[src/rtl/uart_tx_engine_if.sv]
// rtl/uart_tx_engine_if.sv - parallel-in / serial-out bundle for the UART transmit engine
interface uart_tx_engine_if #(
    parameter int DATA_WIDTH     = 8,
    parameter int PRESCALE_WIDTH = 5
);
    logic [DATA_WIDTH-1:0]     P_DATA;
    logic                      Data_valid;
    logic                      PAR_EN;
    logic                      PAR_TYP;
    logic [PRESCALE_WIDTH-1:0] Prescale;
    logic                      TX_OUT;
    logic                      busy;

    modport master (
        output P_DATA, Data_valid, PAR_EN, PAR_TYP, Prescale,
        input  TX_OUT, busy
    );

    modport slave (
        input  P_DATA, Data_valid, PAR_EN, PAR_TYP, Prescale,
        output TX_OUT, busy
    );
endinterface

[src/rtl/uart_tx_engine.sv]
// rtl/uart_tx_engine.sv - UART frame serialiser: start, LSB-first data, optional parity, stop
module uart_tx_engine #(
    parameter int DATA_WIDTH     = 8,
    parameter int PRESCALE_WIDTH = 5
) (
    input  logic                CLK,
    input  logic                RST,
    uart_tx_engine_if.slave     bus
);
    localparam logic [2:0] IDLE   = 3'd0;
    localparam logic [2:0] START  = 3'd1;
    localparam logic [2:0] DATA   = 3'd2;
    localparam logic [2:0] PARITY = 3'd3;
    localparam logic [2:0] STOP   = 3'd4;

    localparam int              IDX_W    = (DATA_WIDTH > 1) ? $clog2(DATA_WIDTH) : 1;
    localparam logic [IDX_W-1:0] LAST_IDX = IDX_W'(DATA_WIDTH - 1);

    logic [2:0]                state;
    logic [DATA_WIDTH-1:0]     data_q;
    logic                      par_en_q;
    logic                      par_typ_q;
    logic [PRESCALE_WIDTH-1:0] prescale_q;
    logic [PRESCALE_WIDTH-1:0] cyc_cnt;
    logic [IDX_W-1:0]          bit_idx;
    logic                      tx_q;
    logic                      busy_q;

    logic [PRESCALE_WIDTH-1:0] cyc_last;
    logic                      bit_wrap;
    logic                      parity_bit;
    logic [IDX_W-1:0]          next_idx;

    // Prescale of 0 and 1 both mean one clock per bit, so the wrap point is 0 for both.
    always_comb begin
        cyc_last   = (prescale_q <= PRESCALE_WIDTH'(1)) ? '0 : prescale_q - PRESCALE_WIDTH'(1);
        bit_wrap   = (cyc_cnt == cyc_last);
        parity_bit = (^data_q) ^ par_typ_q;
        next_idx   = bit_idx + IDX_W'(1);
    end

    always_ff @(posedge CLK) begin
        if (RST) begin
            state      <= IDLE;
            data_q     <= '0;
            par_en_q   <= 1'b0;
            par_typ_q  <= 1'b0;
            prescale_q <= '0;
            cyc_cnt    <= '0;
            bit_idx    <= '0;
            tx_q       <= 1'b1;
            busy_q     <= 1'b0;
        end else begin
            if (state != IDLE) begin
                cyc_cnt <= bit_wrap ? '0 : cyc_cnt + PRESCALE_WIDTH'(1);
            end

            case (state)
                IDLE: begin
                    tx_q    <= 1'b1;
                    busy_q  <= 1'b0;
                    cyc_cnt <= '0;
                    bit_idx <= '0;
                    // The start bit goes out on the accepting edge itself.
                    if (bus.Data_valid) begin
                        data_q     <= bus.P_DATA;
                        par_en_q   <= bus.PAR_EN;
                        par_typ_q  <= bus.PAR_TYP;
                        prescale_q <= bus.Prescale;
                        state      <= START;
                        tx_q       <= 1'b0;
                        busy_q     <= 1'b1;
                    end
                end

                START: begin
                    if (bit_wrap) begin
                        state   <= DATA;
                        bit_idx <= '0;
                        tx_q    <= data_q[0];
                    end
                end

                DATA: begin
                    if (bit_wrap) begin
                        if (bit_idx == LAST_IDX) begin
                            bit_idx <= '0;
                            if (par_en_q) begin
                                state <= PARITY;
                                tx_q  <= parity_bit;
                            end else begin
                                state <= STOP;
                                tx_q  <= 1'b1;
                            end
                        end else begin
                            bit_idx <= next_idx;
                            tx_q    <= data_q[next_idx];
                        end
                    end
                end

                PARITY: begin
                    if (bit_wrap) begin
                        state <= STOP;
                        tx_q  <= 1'b1;
                    end
                end

                STOP: begin
                    tx_q <= 1'b1;
                    if (bit_wrap) begin
                        state  <= IDLE;
                        busy_q <= 1'b0;
                    end
                end

                default: begin
                    state   <= IDLE;
                    tx_q    <= 1'b1;
                    busy_q  <= 1'b0;
                    cyc_cnt <= '0;
                    bit_idx <= '0;
                end
            endcase
        end
    end

    assign bus.TX_OUT = tx_q;
    assign bus.busy   = busy_q;
endmodule

[src/flat_wrapper.sv]
// flat-port wrapper written by rule: the top's interface ports become plain ports
module uart_tx_engine_flat 
#(
    parameter int DATA_WIDTH     = 8,
    parameter int PRESCALE_WIDTH = 5
)
  (CLK, RST, bus_P_DATA, bus_Data_valid, bus_PAR_EN, bus_PAR_TYP, bus_Prescale, bus_TX_OUT, bus_busy);
  uart_tx_engine_if #(.DATA_WIDTH(DATA_WIDTH), .PRESCALE_WIDTH(PRESCALE_WIDTH)) bus_i ();
  input  logic CLK;
  input  logic RST;
  input wire logic [$bits(bus_i.P_DATA)-1:0] bus_P_DATA;
  input wire logic [$bits(bus_i.Data_valid)-1:0] bus_Data_valid;
  input wire logic [$bits(bus_i.PAR_EN)-1:0] bus_PAR_EN;
  input wire logic [$bits(bus_i.PAR_TYP)-1:0] bus_PAR_TYP;
  input wire logic [$bits(bus_i.Prescale)-1:0] bus_Prescale;
  output wire logic [$bits(bus_i.TX_OUT)-1:0] bus_TX_OUT;
  output wire logic [$bits(bus_i.busy)-1:0] bus_busy;
  assign bus_i.P_DATA = bus_P_DATA;
  assign bus_i.Data_valid = bus_Data_valid;
  assign bus_i.PAR_EN = bus_PAR_EN;
  assign bus_i.PAR_TYP = bus_PAR_TYP;
  assign bus_i.Prescale = bus_Prescale;
  assign bus_TX_OUT = bus_i.TX_OUT;
  assign bus_busy = bus_i.busy;
  uart_tx_engine #(.DATA_WIDTH(DATA_WIDTH), .PRESCALE_WIDTH(PRESCALE_WIDTH)) u_core (.CLK(CLK), .RST(RST), .bus(bus_i));
endmodule
[config.mk]
export PLATFORM = sky130hd
export DESIGN_NAME = uart_tx_engine_flat
export DESIGN_NICKNAME = d
export VERILOG_FILES = /design/src/rtl/uart_tx_engine_if.sv /design/src/rtl/uart_tx_engine.sv /design/src/flat_wrapper.sv
export SDC_FILE = /design/constraint.sdc
export NUM_CORES = 1
export LEC_CHECK = 0
export CAP_MARGIN = 30
export CORE_ASPECT_RATIO = 0.5
export CORE_MARGIN = 3
export CORE_UTILIZATION = 56
export DETAILED_ROUTE_END_ITERATION = 12
export HOLD_SLACK_MARGIN = 0.05
export PLACE_DENSITY = 0.82
export SLEW_MARGIN = 10
export SYNTH_ARGS = -nofsm -noshare
export SYNTH_HDL_FRONTEND = slang
export SYNTH_SLANG_ARGS = --single-unit
[constraint.sdc]
create_clock -name CLK -period 4 [get_ports CLK]
set_input_delay 0.6 -clock CLK [delete_from_list [all_inputs] [get_ports CLK]]
set_output_delay 0.6 -clock CLK [all_outputs]
set_load 0.1 [all_outputs]
## Word-level counts from Yosys, hierarchy flattened

Index checks and enable logic that the tools add are counted.

- Input port bits: 18
- Output and inout bits: 2
- Logic and storage cells: 67
- Register bits: 28

- Reductions and logical operators: 12
- Eq/ne operators: 12
- $lt $le $gt $ge: 2
- $add $sub $neg: 3
- Muxes and demuxes: 25
- Bitwise gates (word level): 4

Operators with widths:

| operator | count |
|---|---|
| $mux W3 | 9 |
| $pmux W3 S5 | 1 |
| $mux W5 | 2 |
| $ne A2 B1 Y1 const B | 5 |
| $mux W1 | 9 |
| $pmux W3 S3 | 1 |
| $reduce_xor A8 Y1 | 1 |
| $eq A3 B2 Y1 const B | 2 |
| $eq A3 B3 Y1 const B | 2 |
| $reduce_and A3 Y1 | 2 |
| $reduce_and A6 Y1 | 1 |
| $add A5 B1 Y5 const B | 1 |
| $eq A5 B5 Y1 | 1 |
| $le A5 B1 Y1 const B | 1 |
| $sub A5 B1 Y5 const B | 1 |
| $lt A3 B4 Y1 const B | 1 |
| $pmux W1 S4 | 1 |
| $reduce_and A2 Y1 | 2 |
| $reduce_or A2 Y1 | 2 |
| $reduce_or A4 Y1 | 1 |
| $add A3 B1 Y3 const B | 1 |
| $bmux W1 S3 | 1 |
| $eq A3 B1 Y1 const B | 1 |
| $logic_not A3 Y1 | 1 |
| other kinds (6) | 8 |

## Logic depth before layout (Yosys ltp)

Gate-level depths: netlist of the first run.

- Depth after elaboration: 6
- Depth in mapped cells: 10
- Gate-level depth less buffers: 8

## Worst setup path before layout of the first run

No wires, ideal clock.

- Path type: register to register
- Start point: register u_core.prescale_q[0]
- End point: register u_core.bit_idx[2]
- Path slack: 1.600 ns
- Library setup time: 0.122 ns
- Data arrival time: 2.278 ns
- Cell stages (with the launch flop): 11
- Path through: dfxtp_1 clkbuf_2 inv_1 ha_1 nor3b_2 xnor2_1 or3_1 a311oi_2 buf_6 nor2_4 a311o_1

- Longest elaborated chain between the ends: 5
- Elaborated cells between the ends (all ways): 7

RTL lines:

| element | line | RTL |
|---|---|---|
| from (decl) | uart_tx_engine.sv:23 | `logic [PRESCALE_WIDTH-1:0] prescale_q;` |
| from (signal assigned) | uart_tx_engine.sv:69 | `prescale_q <= bus.Prescale;` |
| $sub A5 B1 Y5 / $le A5 B1 Y1 (equally long branches) | uart_tx_engine.sv:36 | `cyc_last = (prescale_q <= PRESCALE_WIDTH'(1)) ? '0 : prescale_q - PRESCALE_WIDTH'(1);` |
| $mux W5 * | uart_tx_engine.sv:36 |  |
| $eq A5 B5 Y1 * | uart_tx_engine.sv:37 | `bit_wrap = (cyc_cnt == cyc_last);` |
| $ne A2 B1 Y1 (no line) | -- |  |
| $reduce_and A3 Y1 (no line) * | -- |  |
| to (signal assigned) | uart_tx_engine.sv:96 | `bit_idx <= next_idx;` |
| to (decl) | uart_tx_engine.sv:25 | `logic [IDX_W-1:0] bit_idx;` |

Mark *: on every way between the ends. The rest lies on a longest branch, timed or not.
A chain may end at the register's enable or synchronous reset.

## Worst setup path in the final report of the first run

Same ends and word-level chain as after synthesis.

==> results by group, run 1 <==
Run status
  – Status: complete, no violations

Pwr
  – Sequential Power Share: 44.2%
  – Overall Power: 0.000794 W
  – Leakage: 0.655 nW
  – Switching pwr: 0.000292 W
  – Comb power frac: 36.9%
  – Sw Share: 36.8%
  – Max rail drop VDD: 0.360 mV
  – P_int: 0.000501 W
  – Clock power frac: 18.9%
  – Power Density: 436 mW/mm2

Logic synthesis
  – Register area share after synthesis: 35.0%
  – YS warnings: 0
  – Post-Synth XOR/XNOR Area: 9.62%
  – Simple-gate share of the synthesized area: 24.2%
  – Post-Syn Nets: 215
  – Mapped Avg Cell Area: 8.33 um2
  – Synth Area in Compound Gates: 16.6%
  – Synth Instances: 192
  – EDFF count, synth: 0
  – Adder-cell area share of the yosys netlist: 4.53%
  – Ys async rst share: 0%
  – Main combinational cell family by area after synthesis: simple AND/OR/NAND/NOR gates
  – Post-synthesis mux area share: 4.14%
  – Flops & latches, synth: 28
  – Mapped Area: 0.00160 mm2
  – Synth unique cells: 50
  – Top_reg_cell synth: dfxtp_1

Worst setup path
  – Crit path cell chain: inv_1, ha_1, nor3b_2, xnor2_1, or3_1, a311oi_2, and4b_2, a311o_1
  – Worst EP required: 4220 ps
  – CP max stage delay: 860 ps
  – Setup crit end kind: flip-flop
  – Maximum net fanout on the critical path: 13
  – CP top delay family: compound AO/OA/AOI/OAI gates
  – Slowest stage cell, crit path: a311oi_2
  – CP arrival: 3130 ps
  – Worst path bufs/invs: 1
  – Setup CP Type: flip-flop to flip-flop
  – Crit path launch type: flip-flop

Worst hold path
  – Worst min-delay path class: flip-flop to flip-flop

Floorplanning
  – Initial core utilization: 60.4%
  – Num rows: 13
  – Core Area: 0.00265 mm2
  – Top-Level Pins: 20
  – Die footprint: 0.00357 mm2
  – Die Y: 43.8 um
  – Die X: 81.6 um

Drt
  – Total wire length: 3.20 mm
  – Initial DRT Pass Iterations: 4
  – Mean routed wirelength per cell: 13.3 um
  – Final antenna-violating net count: 0
  – Routed vias: 1341
  – Initial DRC count: 61
  – Via density: 5.56
  – # DRC: 0

Finish
  – Register area: 561 um2
  – Nets@finish: 229
  – Share of cells above drive strength 1: 7.84%
  – Core Util, Final: 68.7%
  – Diode count: 0
  – Area Overhead vs Synth: 13.8%
  – Post-route cell area: 0.00182 mm2
  – Fillers: 212
  – Multi-input logic area: 945 um2

Global routing
  – Antenna violations before repair: 0
  – Total track usage: 19.1%
  – Grt ovf: 0
  – Number of global-route vias before repair: 1184
  – Largest net degree at the start of global routing: 22
  – First-pass GRT wire length: 5.29 mm

Clock tree
  – H-tree depth: 1
  – CTS Hold Bufs: 0
  – CTS Buf Count: 3
  – Clock Sinks: 28
  – CTS resizes: 0
  – CTS clk-pin slew, worst paths: 90 ps
  – Setup Buffers After CTS: 0
  – Max clock buf depth: 2
  – Worst skew pair latency: 270 ps
  – TritonCTS clock tree: yes
  – Root buf cell: clkbuf_8

STA
  – Slew HR: 35.1%
  – Final worst slack: 1090 ps
  – Setup Skew: 3.35 ps
  – Worst slew pin tran: 974 ps
  – Max Fclk: 0.344 GHz
  – Setup repair after global routing missed its margin: false
  – Endpoints failing hold: 0
  – Total negative setup slack: 0 ps
  – # setup viols final: 0
  – Share of the clock period used by the worst path: 72.7%
  – Final critical-path required period: 2910 ps
  – Final Max Tran Viols: 0

Placed design
  – Place WS: 1140 ps
  – Placed cell area: 0.00178 mm2
  – Port Buffers: 19
  – Final RePlAce weighted congestion: 0.877
  – DPL Wire Length: 2.35 mm

Job
  – Max-cap violation count: 0
-- flip-flops by register name, indices dropped and copies added (netlist names) --
name and count:
u_core.bus.TX_OUT 1, u_core.data_q 8, u_core.prescale_q 5, u_core.par_typ_q 1
u_core.state 3, u_core.cyc_cnt 5, u_core.bus.busy 1, u_core.bit_idx 3
u_core.par_en_q 1
-- kinds of logic after synthesis --
logic type	after synthesis
flip-flops	28
AND/OR/NAND/NOR	78
AO/OA/AOI/OAI	41
XOR/XNOR	16
multiplexers	4
adder cells (fa/ha/maj)	6
buffers and inverters	19
-- cell usage in the layout, fill, tap and decap left out, types with 2 or more instances in the layout --
| master | count |
|---|---|
| xor2_1 | 4 |
| and2_1 | 2 |
| nor4_1 | 2 |
| nor2_1 | 11 |
| inv_1 | 8 |
| o21ai_0 | 4 |
| nor3_1 | 7 |
| dfxtp_1 | 28 |
| nand3b_1 | 2 |
| nor2b_1 | 3 |
| a31oi_1 | 3 |
| nand2_1 | 37 |
| a21boi_0 | 2 |
| clkdlybuf4s50_1 | 19 |
| xnor2_1 | 11 |
| clkbuf_8 | 3 |
| ha_1 | 5 |
| mux4_2 | 2 |
| nand3_1 | 3 |
| a21oi_1 | 19 |
-- layout make-up --
class	instances	area share, %
Multi-Input combinational cell	145	51.9
Sequential cell	28	30.8
Timing Repair Buffer	20	10.9
Tap cell	37	2.54
Clock buffer	3	2.27
Inverter	8	1.65
-- synthesized netlist by cell type (all sizes together) (2+ instances only) --
library cell | n | area share, %
a31oi | 3 | 1.2
nand3 | 3 | 0.94
inv | 8 | 1.9
mux4 | 2 | 2.8
clkbuf | 7 | 1.7
nor2 | 12 | 3.3
dfxtp | 28 | 35
a21oi | 19 | 5.9
xor2 | 4 | 2.2
a21boi | 2 | 0.94
nand2 | 37 | 8.7
nor3 | 7 | 2.2
xnor2 | 11 | 6.0
nor2b | 3 | 1.2
nand3b | 2 | 0.94
and3 | 2 | 0.86
nor4 | 2 | 0.78
buf | 4 | 2.3
ha | 5 | 3.9
and2 | 2 | 0.78
o21ai | 4 | 1.3
-- worst reg2reg max path, delay by kind of cell (launching register included) --
| family | cells | cell delay, ps |
|---|---|---|
| xor gates and xnor gates | 1 | 140 |
| buffers and inverters | 1 | 100 |
| AOI/OAI and AO/OA | 2 | 970 |
| DFF | 1 | 480 |
| adders and majority gates | 1 | 240 |
| and+or+nand+nor | 3 | 930 |
-- layer usage --
layer | global-route usage (%) | up-vias | part of all wire, %
met2 | 31.7 | 23 | 47
li1 | - | 695 | -
met5 | 0 | - | 0
met3 | 4.36 | 0 | 3.4
met4 | 2.98 | 0 | 0
met1 | 26.2 | 623 | 49
-- per-stage QoR --
step / hold WS (ps) / cells
after floorplan: 450 / 192
after global placement: 465 / 238
after detailed placement: 478 / 238
after CTS: 492 / 241
after global routing: 513 / 241
final: 490 / 241
-- worst paths after layout --
kind,startpoint,slack (ps),endpoint,cells past startpoint
max,u_core.prescale_q[0],1090,u_core.bit_idx[2],8
min,u_core.data_q[1],490,u_core.data_q[1],2
max reg2reg,u_core.prescale_q[0],1090,u_core.bit_idx[2],8
min reg2reg,u_core.data_q[1],490,u_core.data_q[1],2
-- power by group through the flow --
| stage | Combinational [W] | Clock (W) | Sequential (W) |
|---|---|---|---|
| floorplan | 0.000221 | 0 | 0.000372 |
| global placement | 0.000283 | 0 | 0.000354 |
| detailed placement | 0.000292 | 0 | 0.000356 |
| CTS | 0.000293 | 0.000154 | 0.000350 |
| global route | 0.000320 | 0.000162 | 0.000356 |
| finish | 0.000293 | 0.000150 | 0.000351 |
Note: power is estimated with default switching activity, not from simulation.
==> run 2, diff against run 1 <==
- CORE_UTILIZATION: 56 -> 49
- PLACE_DENSITY: 0.82 -> 0.77
- clock period: 4 -> 2.6 ns (I/O delays scaled with it)
==> results by group, run 2 (synthesized netlist as in run 1, its figures left out) <==
Run status
  – Status: complete, no violations (unchanged)

Placed design
  – Final RePlAce weighted congestion: 0.887 (was 0.877)
  – Place WS: 108 ps (was 1140 ps)
  – Placed cells: 240 (was 238)
  – Port Buffers: 19 (unchanged)
  – DPL Wire Length: 2.61 mm (was 2.35 mm)

Clock tree
  – H-tree depth: 1 (unchanged)
  – TritonCTS clock tree: yes (unchanged)
  – CTS clk-pin slew, worst paths: 90 ps (about the same)
  – Clock Sinks: 28 (unchanged)
  – Root buf cell: clkbuf_8 (unchanged)
  – CTS Buf Count: 3 (unchanged)
  – Worst skew pair latency: 280 ps (was 270 ps)
  – CTS Hold Bufs: 0 (unchanged)
  – Setup Buffers After CTS: 0 (unchanged)
  – Max clock buf depth: 2 (unchanged)

Floorplanning
  – Top-Level Pins: 20 (unchanged)
  – Initial core utilization: 56.2% (was 60.4%)
  – Die X: 86.8 um (was 81.6 um)
  – Die footprint: 0.00403 mm2 (was 0.00357 mm2)
  – Die Y: 46.4 um (was 43.8 um)
  – Num rows: 13 (unchanged)
  – Core Area: 0.00285 mm2 (was 0.00265 mm2)

Drt
  – Final antenna-violating net count: 0 (unchanged)
  – Total wire length: 3.51 mm (was 3.20 mm)
  – # DRC: 0 (unchanged)
  – Initial DRT Pass Iterations: 4 (unchanged)
  – Initial DRC count: 98 (was 61)
  – Routed vias: 1389 (was 1341)
  – Mean routed wirelength per cell: 14.4 um (was 13.3 um)
  – Via density: 5.69 (was 5.56)

Worst hold path
  – Worst min-delay path class: flip-flop to flip-flop (unchanged)

Finish
  – Biggest regs: u_core.data_q (8), u_core.cyc_cnt (5), u_core.prescale_q (5) (unchanged)
  – Largest register FFs: 8 (unchanged)
  – Nets@finish: 231 (was 229)
  – Biggest register: u_core.data_q (unchanged)
  – Commonest non-fill, non-tap cells in the layout: 37 x nand2_1, 27 x dfxtp_1, 19 x a21oi_1, 17 x clkdlybuf4s50_1 (was 37 x nand2_1, 28 x dfxtp_1, 19 x a21oi_1, 19 x clkdlybuf4s50_1)
  – Share of cells above drive strength 1: 11.1% (was 7.84%)
  – Commonest non-fill, non-tap cell in the layout: nand2_1 (unchanged)
  – Core Util, Final: 65.6% (was 68.7%)
  – Diode count: 0 (unchanged)
  – Non-Filler Instances: 244 (was 241)
  – Area Overhead vs Synth: 16.7% (was 13.8%)

Global routing
  – Number of global-route vias before repair: 1258 (was 1184)
  – Total track usage: 18.5% (was 19.1%)
  – Grt ovf: 0 (unchanged)
  – First-pass GRT wire length: 5.77 mm (was 5.29 mm)
  – Antenna violations before repair: 0 (unchanged)
  – Largest net degree at the start of global routing: 17 (was 22)

STA
  – Total negative setup slack: 0 ps (unchanged)
  – Share of the clock period used by the worst path: 94.6% (was 72.7%)
  – Worst slew pin tran: 560 ps (was 974 ps)
  – Final Max Tran Viols: 0 (unchanged)
  – Setup repair after global routing missed its margin: false (unchanged)
  – Setup Skew: 2.11 ps (was 3.35 ps)
  – # setup viols final: 0 (unchanged)
  – Endpoints failing hold: 0 (unchanged)
  – Slew HR: 62.6% (was 35.1%)
  – Max Fclk: 0.407 GHz (was 0.344 GHz)
  – Final worst slack: 141 ps (was 1090 ps)
  – Final critical-path required period: 2460 ps (was 2910 ps)

Pwr
  – Max rail drop VDD: 0.382 mV (was 0.360 mV)
  – Leakage: 0.683 nW (was 0.655 nW)
  – Overall Power: 0.00136 W (was 0.000794 W)
  – Power Density: 725 mW/mm2 (was 436 mW/mm2)

Worst setup path
  – Setup crit end kind: flip-flop (unchanged)
  – Worst EP required: 2770 ps (was 4220 ps)
  – CP max stage delay: 400 ps (was 860 ps)
  – Setup CP Type: flip-flop to flip-flop (unchanged)
  – Crit path launch type: flip-flop (unchanged)
  – Slowest stage cell, crit path: dfxtp_1 (was a311oi_2)
  – Maximum net fanout on the critical path: 13 (unchanged)
  – Crit path cell chain: inv_1, ha_1, o21bai_1, and2_1, or3_1, a311oi_2, buf_4, nor2_4, a311o_1 (was inv_1, ha_1, nor3b_2, xnor2_1, or3_1, a311oi_2, and4b_2, a311o_1)
  – CP arrival: 2630 ps (was 3130 ps)

Job
  – Max-cap violation count: 0 (unchanged)
[run 2: final cells by class]
cell class	instances	area, um2
fill	243	978
multi-input combinational	145	951
sequential	28	562
timing repair buffer	22	208
tap	37	46.3
clock buffer	3	41.3
clock inverter	1	30.0
inverter	8	30.0
[run 2: metrics by stage]
stage | instance area, um2 | hold WS [ps]
6_report | 1870 | 482
3_5_place_dp | 1790 | 467
3_3_place_gp | 1790 | 465
2_1_floorplan | 1600 | 450
4_1_cts | 1860 | 487
5_1_grt | 1870 | 516
[run 2: layer usage]
metal / routed length, um / up-vias / global-route usage, %
met4: 12 / 0 / 2.80
met5: 0 / - / 0
met2: 1650 / 39 / 31.7
met1: 1660 / 645 / 25.0
li1: - / 703 / -
met3: 189 / 2 / 3.75
[run 2: final timing paths]
check                        from           endpoint  slack (ps)  depth (start not counted)
max          u_core.prescale_q[1]  u_core.bit_idx[2]         140                          9
min              u_core.par_typ_q   u_core.par_typ_q         480                          2
max reg2reg  u_core.prescale_q[1]  u_core.bit_idx[2]         140                          9
min reg2reg      u_core.par_typ_q   u_core.par_typ_q         480                          2
[run 2: what timing repair did]
| action | 4_1_cts | 5_1_grt |
|---|---|---|
| setup endpoints to repair | 0 | 8 |
| gates resized for setup | 0 | 2 |
| endpoints found under the hold margin | 0 | 0 |
[run 2: critical path: cells and delay by family, from the launching register on]
| family | cells | cell delay, ps |
|---|---|---|
| flip-flops | 1 | 400 |
| buffers and inverters | 2 | 320 |
| AND/OR/NAND/NOR | 3 | 640 |
| AO/OA/AOI/OAI | 3 | 820 |
| adder cells (fa/ha/maj) | 1 | 170 |
[run 2: power by group]
group	switching, W	total, W	leakage (nW)	internal [W]
combinational	0.000272	0.000472	0.418	0.000201
clock	0.000137	0.000343	0.0357	0.000206
sequential	0.0000649	0.000540	0.229	0.000475
total	0.000473	0.00136	0.683	0.000882
